[config.mk]
export PLATFORM = sky130hd
export DESIGN_NAME = gfx_span_address_gen
export DESIGN_NICKNAME = d
export VERILOG_FILES = /design/src/rtl/gfx_span_address_gen_pkg.sv /design/src/rtl/gfx_strip_divmod.sv /design/src/rtl/gfx_span_address_gen.sv
export SDC_FILE = /design/constraint.sdc
export NUM_CORES = 2
export LEC_CHECK = 0
export BUFFER_PORTS_ARGS = -buffer_cell sky130_fd_sc_hd__buf_2
export CORE_MARGIN = 2
export CORE_UTILIZATION = 58
export DETAILED_ROUTE_END_ITERATION = 16
export GPL_TIMING_DRIVEN = 0
export PLACE_DENSITY = 0.85
export REMOVE_ABC_BUFFERS = 1
export SYNTH_ARGS = -nofsm -noshare
export SYNTH_HDL_FRONTEND = slang
export SYNTH_SLANG_ARGS = --single-unit
[constraint.sdc]
create_clock -name clk -period 13 [get_ports clk]
set_input_delay 0.65 -clock clk [delete_from_list [all_inputs] [get_ports clk]]
set_output_delay 0.65 -clock clk [all_outputs]
set_load 0.02 [all_outputs]
[src/rtl/gfx_span_address_gen_pkg.sv]
// Shared types and per-colour-depth constants for the span address generator.
//   color_depth_t : 3-bit pixel format code (BPP4..BPP32)
//   span_state_t  : controller state, exported for debug/checkers
//   f_bpp/f_cbpp  : bits per pixel / meaningful colour bits per pixel
//   f_pps         : whole pixels that fit in one strip of sw bits
//   f_recip       : floor(2^k / pps), used for the reciprocal divide
package gfx_span_address_gen_pkg;

  typedef enum logic [2:0] {
    BPP4  = 3'd0,
    BPP8  = 3'd1,
    BPP12 = 3'd2,
    BPP16 = 3'd3,
    BPP24 = 3'd4,
    BPP32 = 3'd5
  } color_depth_t;

  typedef enum logic [1:0] {
    IDLE   = 2'd0,
    SETUP1 = 2'd1,
    SETUP2 = 2'd2,
    EMIT   = 2'd3
  } span_state_t;

  // Reserved codes 6 and 7 behave like BPP4.
  function automatic int f_bpp(color_depth_t d);
    case (d)
      BPP8:    return 8;
      BPP12:   return 12;
      BPP16:   return 16;
      BPP24:   return 24;
      BPP32:   return 32;
      default: return 4;
    endcase
  endfunction

  // BPP32 pixels carry two padding bits above 30 colour bits.
  function automatic int f_cbpp(color_depth_t d);
    return (d == BPP32) ? 30 : f_bpp(d);
  endfunction

  function automatic int f_pps(int sw, color_depth_t d);
    case (d)
      BPP8:    return sw / 8;
      BPP12:   return sw / 12;
      BPP16:   return sw / 16;
      BPP24:   return sw / 24;
      BPP32:   return sw / 32;
      default: return sw / 4;
    endcase
  endfunction

  // One constant per depth; each branch folds to a literal for fixed sw/k.
  function automatic logic [63:0] f_recip(int sw, color_depth_t d, int k);
    logic [63:0] one_k;
    one_k = 64'd1 << k;
    case (d)
      BPP8:    return one_k / 64'(sw / 8);
      BPP12:   return one_k / 64'(sw / 12);
      BPP16:   return one_k / 64'(sw / 16);
      BPP24:   return one_k / 64'(sw / 24);
      BPP32:   return one_k / 64'(sw / 32);
      default: return one_k / 64'(sw / 4);
    endcase
  endfunction

endpackage

[src/rtl/gfx_strip_divmod.sv]
// Two-stage exact divide of x by pixels-per-strip.
//   clk, rst_n : clock, async active-low reset
//   depth_i    : colour depth selecting the divisor
//   x_i        : dividend (XW bits)
//   q_o, r_o   : floor(x/pps) and x mod pps, two cycles after x_i
// Stage 1 registers q_est = (x * floor(2^XW/pps)) >> XW, which is either
// the true quotient or one short (x < 2^XW bounds the error below 1).
// Stage 2 fixes that up by checking the remainder against pps.
module gfx_strip_divmod
  import gfx_span_address_gen_pkg::*;
#(
  parameter int SW = 256,
  parameter int XW = 16
) (
  input  logic         clk,
  input  logic         rst_n,
  input  color_depth_t depth_i,
  input  logic [XW-1:0] x_i,
  output logic [XW-1:0] q_o,
  output logic [XW-1:0] r_o
);

  localparam int RW = XW + 1;

  logic [RW-1:0] recip;
  logic [XW-1:0] pps;
  logic [XW-1:0] x_q, pps_q, qe_q;
  logic [XW-1:0] qp, re;

  always_comb begin
    recip = RW'(f_recip(SW, depth_i, XW));
    pps   = XW'(f_pps(SW, depth_i));
  end

  always_ff @(posedge clk or negedge rst_n) begin
    if (!rst_n) begin
      x_q   <= '0;
      pps_q <= '0;
      qe_q  <= '0;
    end else begin
      x_q   <= x_i;
      pps_q <= pps;
      qe_q  <= XW'(({{RW{1'b0}}, x_i} * {{XW{1'b0}}, recip}) >> XW);
    end
  end

  // qe_q never exceeds the true quotient, so qp cannot overflow x_q.
  always_comb begin
    qp = qe_q * pps_q;
    re = x_q - qp;
  end

  always_ff @(posedge clk or negedge rst_n) begin
    if (!rst_n) begin
      q_o <= '0;
      r_o <= '0;
    end else if (re >= pps_q) begin
      q_o <= qe_q + XW'(1);
      r_o <= re - pps_q;
    end else begin
      q_o <= qe_q;
      r_o <= re;
    end
  end

endmodule

[src/rtl/gfx_span_address_gen.sv]
// Horizontal span to strip-beat address generator.
//   clk, rst_n          : clock, async active-low reset
//   req_*               : span request (base, depth, bitmap width, x0, x1, y)
//   out_valid_o/ready_i : one beat per strip touched by the span
//   address_o           : strip byte address
//   mb_o/me_o/ce_o      : mask begin / mask end / colour-bits end positions
//   first_o/last_o      : beat position within the span
//   done_o              : one-cycle pulse when a span finishes (empty too)
//   state_o             : controller state for debug/checkers
// Handshake: both ports use valid/ready; a transfer happens on a rising
// clk edge where valid and ready are both high. The beat port holds every
// output stable while valid is high and ready is low, and valid never drops
// before its transfer. req_ready_o is only high in IDLE.
module gfx_span_address_gen
  import gfx_span_address_gen_pkg::*;
#(
  parameter  int SW = 256,
  parameter  int AW = 32,
  parameter  int CW = 16,
  localparam int BN = $clog2(SW) - 1
) (
  input  logic          clk,
  input  logic          rst_n,
  input  logic          req_valid_i,
  output logic          req_ready_o,
  input  logic [AW-1:0] base_address_i,
  input  logic [2:0]    color_depth_i,
  input  logic [CW-1:0] bmp_width_i,
  input  logic [CW-1:0] x0_i,
  input  logic [CW-1:0] x1_i,
  input  logic [CW-1:0] y_i,
  output logic          out_valid_o,
  input  logic          out_ready_i,
  output logic [AW-1:0] address_o,
  output logic [BN:0]   mb_o,
  output logic [BN:0]   me_o,
  output logic [BN:0]   ce_o,
  output logic          first_o,
  output logic          last_o,
  output logic          done_o,
  output span_state_t   state_o
);

  localparam int MW = BN + 2;        // bit-position maths; holds a full bpp
  localparam int SB = $clog2(SW / 8);
  localparam int PW = CW + 1;        // ceil-divide numerator can reach 2^CW

  span_state_t  state_q, state_d;
  logic [AW-1:0] base_q;
  color_depth_t  depth_q;
  logic [CW-1:0] w_q, x0_q, x1_q, y_q;
  logic          accept, xfer;

  logic [CW-1:0] xs, xe_raw, xe;
  logic          empty;
  logic [PW-1:0] pitch_num, pitch_pps, pitch_est, pitch_rem, pitch;
  logic [PW:0]   pitch_recip;
  logic [PW-1:0] pitch_q;
  logic          empty_q;
  logic [AW-1:0] line_q;

  logic [CW-1:0] qs, rs, qe, re;
  logic [CW-1:0] off_q, cur;
  logic          first_b, last_b, done_q;
  logic [MW-1:0] bpp_m, pps_m, cdiff_m, mb_m, me_m, ce_m;

  assign accept = req_valid_i && req_ready_o;
  assign xfer   = (state_q == EMIT) && out_ready_i;

  always_ff @(posedge clk or negedge rst_n) begin
    if (!rst_n) begin
      base_q  <= '0;
      depth_q <= BPP4;
      w_q     <= '0;
      x0_q    <= '0;
      x1_q    <= '0;
      y_q     <= '0;
    end else if (accept) begin
      base_q  <= base_address_i;
      depth_q <= color_depth_t'(color_depth_i);
      w_q     <= bmp_width_i;
      x0_q    <= x0_i;
      x1_q    <= x1_i;
      y_q     <= y_i;
    end
  end

  // Normalise the span; with bmp_width 0 the wrapped clip is irrelevant
  // because the span is already empty.
  always_comb begin
    xs     = (x1_q < x0_q) ? x1_q : x0_q;
    xe_raw = (x1_q < x0_q) ? x0_q : x1_q;
    empty  = (xs >= w_q);
    xe     = (xe_raw >= w_q) ? (w_q - CW'(1)) : xe_raw;
  end

  // pitch = ceil(w/pps) = floor((w+pps-1)/pps), same reciprocal-and-fix
  // scheme as gfx_strip_divmod but collapsed into the first setup cycle.
  always_comb begin
    pitch_pps   = PW'(f_pps(SW, depth_q));
    pitch_recip = (PW+1)'(f_recip(SW, depth_q, PW));
    pitch_num   = {1'b0, w_q} + pitch_pps - PW'(1);
    pitch_est   = PW'(({{(PW+1){1'b0}}, pitch_num} * {{PW{1'b0}}, pitch_recip}) >> PW);
    pitch_rem   = pitch_num - pitch_est * pitch_pps;
    pitch       = (pitch_rem >= pitch_pps) ? (pitch_est + PW'(1)) : pitch_est;
  end

  // Captured inputs are frozen until the next accept, so these free-running
  // stages hold valid results for the whole span.
  always_ff @(posedge clk or negedge rst_n) begin
    if (!rst_n) begin
      pitch_q <= '0;
      empty_q <= 1'b0;
      line_q  <= '0;
    end else begin
      pitch_q <= pitch;
      empty_q <= empty;
      line_q  <= AW'(y_q) * AW'(pitch_q);
    end
  end

  gfx_strip_divmod #(.SW(SW), .XW(CW)) u_div_xs (
    .clk(clk), .rst_n(rst_n), .depth_i(depth_q), .x_i(xs), .q_o(qs), .r_o(rs)
  );

  gfx_strip_divmod #(.SW(SW), .XW(CW)) u_div_xe (
    .clk(clk), .rst_n(rst_n), .depth_i(depth_q), .x_i(xe), .q_o(qe), .r_o(re)
  );

  // State register.
  always_ff @(posedge clk or negedge rst_n) begin
    if (!rst_n) state_q <= IDLE;
    else        state_q <= state_d;
  end

  // Next-state logic.
  always_comb begin
    state_d = state_q;
    case (state_q)
      IDLE:    if (accept) state_d = SETUP1;
      SETUP1:  state_d = SETUP2;
      SETUP2:  state_d = empty_q ? IDLE : EMIT;
      EMIT:    if (xfer && last_b) state_d = IDLE;
      default: state_d = IDLE;
    endcase
  end

  // Beat offset from the first strip, and the completion pulse.
  always_ff @(posedge clk or negedge rst_n) begin
    if (!rst_n) begin
      off_q  <= '0;
      done_q <= 1'b0;
    end else begin
      if (state_q == SETUP2) off_q <= '0;
      else if (xfer)         off_q <= off_q + CW'(1);
      done_q <= ((state_q == SETUP2) && empty_q) || (xfer && last_b);
    end
  end

  always_comb begin
    cur     = qs + off_q;
    first_b = (off_q == '0);
    last_b  = (cur == qe);
    bpp_m   = MW'(f_bpp(depth_q));
    pps_m   = MW'(f_pps(SW, depth_q));
    cdiff_m = MW'(f_bpp(depth_q) - f_cbpp(depth_q));
    mb_m    = first_b ? (MW'(rs) * bpp_m) : '0;
    me_m    = last_b ? (MW'(re) * bpp_m + bpp_m - MW'(1)) : (pps_m * bpp_m - MW'(1));
    ce_m    = me_m - cdiff_m;
  end

  // Output logic; everything but done_o is gated by state.
  always_comb begin
    req_ready_o = rst_n && (state_q == IDLE);
    out_valid_o = 1'b0;
    address_o   = '0;
    mb_o        = '0;
    me_o        = '0;
    ce_o        = '0;
    first_o     = 1'b0;
    last_o      = 1'b0;
    done_o      = done_q;
    state_o     = state_q;
    if (state_q == EMIT) begin
      out_valid_o = 1'b1;
      address_o   = base_q + ((line_q + AW'(cur)) << SB);
      mb_o        = (BN+1)'(mb_m);
      me_o        = (BN+1)'(me_m);
      ce_o        = (BN+1)'(ce_m);
      first_o     = first_b;
      last_o      = last_b;
    end
  end

endmodule

== Word-level counts from Yosys, hierarchy flattened ==
Cells that the tools add are included.
Storage, ports and cells
  bits in read-only memories: 0
  output and inout port bits: 63
  input bits: 103
  memory bits (writable): 0
  logic and storage cells: 107
  memories kept: 0
  register bits: 284
  latch bits: 0
Cells by class
  magnitude comparators: 6
  shifts and indexed selects: 0
  bitwise operators: 0
  mux-type cells: 29
  multipliers: 10
  equality and inequality tests: 11
  div/mod/pow operators: 0
  reduce and logical (&&, ||, !) cells: 10
  add/subtract/negate cells: 20
Operator list (number)
  $mux 16: 7
  $pmux 15 s5: 1
  $pmux 14 s5: 1
  $add 16x1->16 const B: 3
  $mux 8: 5
  $pmux 7 s5: 1
  $mul 17x18->34: 1
  $add 32x32->32: 1
  $ge 16x16->1: 2
  $ge 16x7->1: 2
  $mul 16x17->32: 1
  $mul 16x7->16: 2
  $mux 32: 1
  $sub 16x16->16: 2
  $mul 16x14->30: 1
  $pmux 6 s5: 1
  $add 27x16->27: 1
  $mul 16x17->27: 1
  $pmux 5 s4: 1
  $mul 9x6->8: 2
  $mux 9: 2
  $sub 9x7->9: 2
  $add 16x7->17: 1
  $add 17x1->17 const B: 1
  31 further kinds: 43

== Depth between registers and ports, before layout ==
  depth after elaboration: 9
  depth in mapped cells: 65
  depth with buffers taken out: 61

== Modules after synthesis ==
Synthesis repeated with hierarchy kept, for this count alone.
Unflattened totals
  cells, all modules: 5974
  area, all modules: 55470.7 µm²
By module, submodules not included
  gfx_span_address_gen: instances 1, sequential area each 4078.9 µm², area each 31402.6 µm², cells an instance 3479
  gfx_strip_divmod (u_div_xe): instances 1, sequential area each 1751.7 µm², area each 12278.0 µm², cells an instance 1274
  gfx_strip_divmod (u_div_xs): instances 1, sequential area each 1676.6 µm², area each 11790.1 µm², cells an instance 1221

== Least setup slack after synthesis ==
No wires, ideal clock.
  kind: register -> register
  start point: reg depth_q[1]
  end point: reg pitch_q[1]
  data arrival time: 14058 ps
  setup slack: -1185 ps
  stages on the path, launching flop included: 62
  data required time: 12872 ps
  path buffers: 4
  cell sequence: dfrtp_1 buf_2 nand2_1 inv_2 nand2_1 clkbuf_1 buf_1 ha_1 inv_1 ha_1 fa_1 a21o_1 a21oi_1 o21bai_1 a21o_1 a21oi_1 o21ai_0 a21oi_1 [... 26 more ...] nand2_1 fa_1 fa_1 fa_1 inv_1 fa_1 inv_1 ha_1 or3_1 o21ai_0 a21oi_1 a31oi_1 o21bai_1 a21oi_1 xnor3_1 xnor3_2 nor2_1 mux2_1
Between the ends
  cells in the longest elaborated chain, start to end: 9
  elaborated cells on any way between the ends: 15
Ends and longest elaborated chain
  start, declared: RTL line gfx_span_address_gen.sv:50  | color_depth_t depth_q;
  start signal, assigned: RTL line gfx_span_address_gen.sv:80  | depth_q <= color_depth_t'(color_depth_i);
  $eq 3x3->1, or another cell as far along: RTL line gfx_span_address_gen_pkg.sv:43, gfx_span_address_gen_pkg.sv:57
  $pmux 7 s5: RTL line gfx_span_address_gen_pkg.sv:43  | case (d)
  $add 16x7->17: RTL line gfx_span_address_gen.sv:102  | pitch_num = {1'b0, w_q} + pitch_pps - PW'(1);
  $sub 17x1->17: RTL line gfx_span_address_gen.sv:102
  $mul 17x18->34: RTL line gfx_span_address_gen.sv:103  | pitch_est = PW'(({{(PW+1){1'b0}}, pitch_num} * {{PW{1'b0}}, pitch_recip}) >> PW);
  $mul 17x7->17: RTL line gfx_span_address_gen.sv:104  | pitch_rem = pitch_num - pitch_est * pitch_pps;
  $sub 17x17->17: RTL line gfx_span_address_gen.sv:104
  $ge 17x7->1: RTL line gfx_span_address_gen.sv:105  | pitch = (pitch_rem >= pitch_pps) ? (pitch_est + PW'(1)) : pitch_est;
  $mux 17 *: RTL line gfx_span_address_gen.sv:105
  via pitch[1]: RTL line gfx_span_address_gen.sv:56  | logic [PW-1:0] pitch_num, pitch_pps, pitch_est, pitch_rem, pitch;
  end signal, assigned: RTL line gfx_span_address_gen.sv:116  | pitch_q <= pitch;
  end, declared: RTL line gfx_span_address_gen.sv:58  | logic [PW-1:0] pitch_q;
Mark *: on every way through the listed nets, which the timed path passes. The rest lies on a longest branch.
A chain may end at the register's enable or synchronous reset.

== Final worst setup path ==
  start point: reg depth_q[1]
  end point: reg pitch_q[5]
The elaborated chain is that of the path after synthesis.

==> results.ini <==
[logic_synthesis]
synth_compound_area_share_pct = 7.23
synth_top_family_by_area = adder cells
ys_top_cells_by_area = fa_1, ha_1, dfrtp_1, inv_1, nand2_1
synth.avg_cell_area_sq_um = 9.12
synthSimpleGateAreaFrac_pct = 13.8
ys_ff_latch = 277
synth_area_sq_mm = 0.0518
synthAdderAreaFrac_pct = 48.5
yosysUniqueCellTypes = 83
synthArstFlopShare_pct = 100
postSynthCellCount = 5676
synth_mux_area_share_pct = 2.18
synth_ff_type = dfrtp_1
synth_warnings = 0
yosysTopAreaCell = fa_1
seq_area_frac_synth_pct = 13.4
synth_xor_area_share_pct = 5.45
synth_edf_count = 0
synth_top_area_share_pct = 29.2

[timing]
setup_viol = 17
slew_viol_final = 0
finClkSkew_ps = 43.2
max-slew-margin-rel_pct = 8.07
rsz0062_at_grt = true
finalHoldViolCount = 0
worst_pin_slew_ps = 1360
period_minus_slack_ps = 14590
fin_crit_sh_pct = 112
worst_slack_ps = -1590
fmax_mhz = 68.5
tns_ps = -26100

[detailed_routing]
vias = 42300
first_iter_violations = 4000
firstDrtPassIters = 8
routed_wirelength_um = 149000
route.detailed.drc = 0
wl_per_cell_um = 21.1
vias_per_cell = 5.99
final_antenna_net_count = 0

[status]
status = finished with violations
violations = negative setup slack

[floorplanning]
rows = 109
die_h_um = 303
core_sq_mm = 0.0884
start_util_pct = 58.6
io_pins = 166
die_x_um = 303
die_area_sq_mm = 0.0917

[finish]
top_register = base_q
top_regs = base_q (32), line_q (27), pitch_q (17)
area_growth_pct = 11.0
final_area_sq_mm = 0.0575
drive_gt1_share_pct = 11.1
fin_nets = 7527
largest_reg_flops = 32
mostFrequentLayoutCells = inv_1, ha_1, fa_1
layout_commonest_cell = inv_1
final_util_pct = 65.1
fin_cells = 7069

[global_routing]
grt_pass1_vias = 44600
grt_max_degree = 120
use_met1_pct = 37.6
gr-total-overflow = 0
grtUsageMet3_pct = 6.80
track_usage_pct = 31.3
grt_first_pass_wirelength_um = 227000
top_usage_layer = met2
grt_util_met2_pct = 52.3
antenna_found_initial = 4

[setup_path]
cp.arrival_ps = 15080
worstReg2RegStart = depth_q[1]
crit_required_ps = 13490
end_kind = flop
start_kind = flop
crit_slowest_cell = fa_1
path_common_cell = fa_1
crit_path_max_incr_delay_ps = 570
cp_max_fo = 9
critical_path_class = reg2reg
critPathLaunch = depth_q[1]

[placement]
numPortBuffers = 163
routabilityCongestion = 0.942
place_hpwl_um = 103000
placed_cells = 6866
placed_area_sq_mm = 0.0537

[clock_network]
cts_root_buf = clkbuf_16
clk_pin_slew_ps = 60
clock-sinks = 277
clock_latency_ps = 600
cts_buffers = 38
h-tree-depth = 2
cts_buffer_depth = 3
cts_tree = done

[run]
maxCapViolCount = 0

[min_path]
hold_class = in2reg
hold_path_startpoint = x0_i[11]

==> worst paths after layout <==
| path | to | slack [ps] | depth (start not counted) |
|---|---|---|---|
| worst max-delay path | pitch_q[5] | -1590 | 55 |
| worst min-delay path | x0_q[11] | 260 | 3 |
| min in group asynchronous | x1_q[4] | 560 | 2 |
| max in group asynchronous | line_q[17] | 10920 | 4 |
| worst min register to register | base_q[1] | 500 | 1 |
| worst max register to register | pitch_q[5] | -1590 | 55 |
==> Yosys cell counts (15+ instances only) <==
cell	n
a211oi_1	16
a21o_1	76
a21oi_1	144
a31oi_1	15
and2_1	241
and3_1	38
clkbuf_1	143
dfrtp_1	277
fa_1	756
ha_1	796
inv_1	1128
mux2_2	74
mux2i_1	27
nand2_1	555
nand2b_1	26
nand3_1	65
nand4_1	32
nor2_1	429
nor2b_1	39
nor3_1	53
o211ai_1	15
o21a_1	28
o21ai_0	150
o21bai_1	21
o31ai_1	15
or3_1	15
xnor2_1	233
xor2_1	76
==> metrics by stage <==
| step | setup WS (ps) | hold slack, ps |
|---|---|---|
| 2_1_floorplan | -2250 | 354 |
| 3_3_place_gp | -12100 | 482 |
| 6_report | -1590 | 257 |
| 3_5_place_dp | -5230 | 489 |
| 5_1_grt | -1900 | 256 |
| 4_1_cts | -286 | 240 |
==> logic make-up (layout without fill, tap and decap cells) <==
kind of cell | after synthesis | after routing
AO/OA/AOI/OAI | 581 | 581
XOR/XNOR | 315 | 315
adder cells (fa/ha/maj) | 1552 | 1552
buffers and inverters | 1297 | 1503
flip-flops | 277 | 277
multiplexers | 103 | 103
other | 2 | 21
AND/OR/NAND/NOR | 1549 | 1552
==> per-layer routing <==
metal,wire (um),vias to the layer above
met4,11100,6
met2,68800,2751
met5,31,-
met1,52600,20500
met3,16800,914
li1,-,18200
==> what timing repair did <==
item                                   4_1_cts  5_1_grt
setup endpoints to repair                   17       17
setup buffers                               94       29
pin swaps                                  128       63
gates resized for setup                    210       64
endpoints found under the hold margin       46        0
cloned                                       7        0
hold buffers                                 1        0
==> area by class of cell <==
cell class                 instances  area, sq um
timing repair inverter             2         10.0
multi-input combinational       4119        41300
fill                            6272        30900
tap                             1165         1460
clock inverter                    14          140
clock buffer                      53         1130
inverter                        1134         4320
timing repair buffer             300         2160
sequential                       277         6940
antenna                            5         12.5
==> critical path: cells and delay by family, from the launching register on <==
kind                       cells  cell delay (ps)
adders and majority gates     14             6240
buffers and inverters         13             1580
AOI/OAI and AO/OA             13             2860
xor gates and xnor gates       5             1680
DFF                            1              550
and+or+nand+nor               10             1500
Power is not shown: default switching activity piles up to over one toggle a cycle in this logic, so the estimate is an artifact.
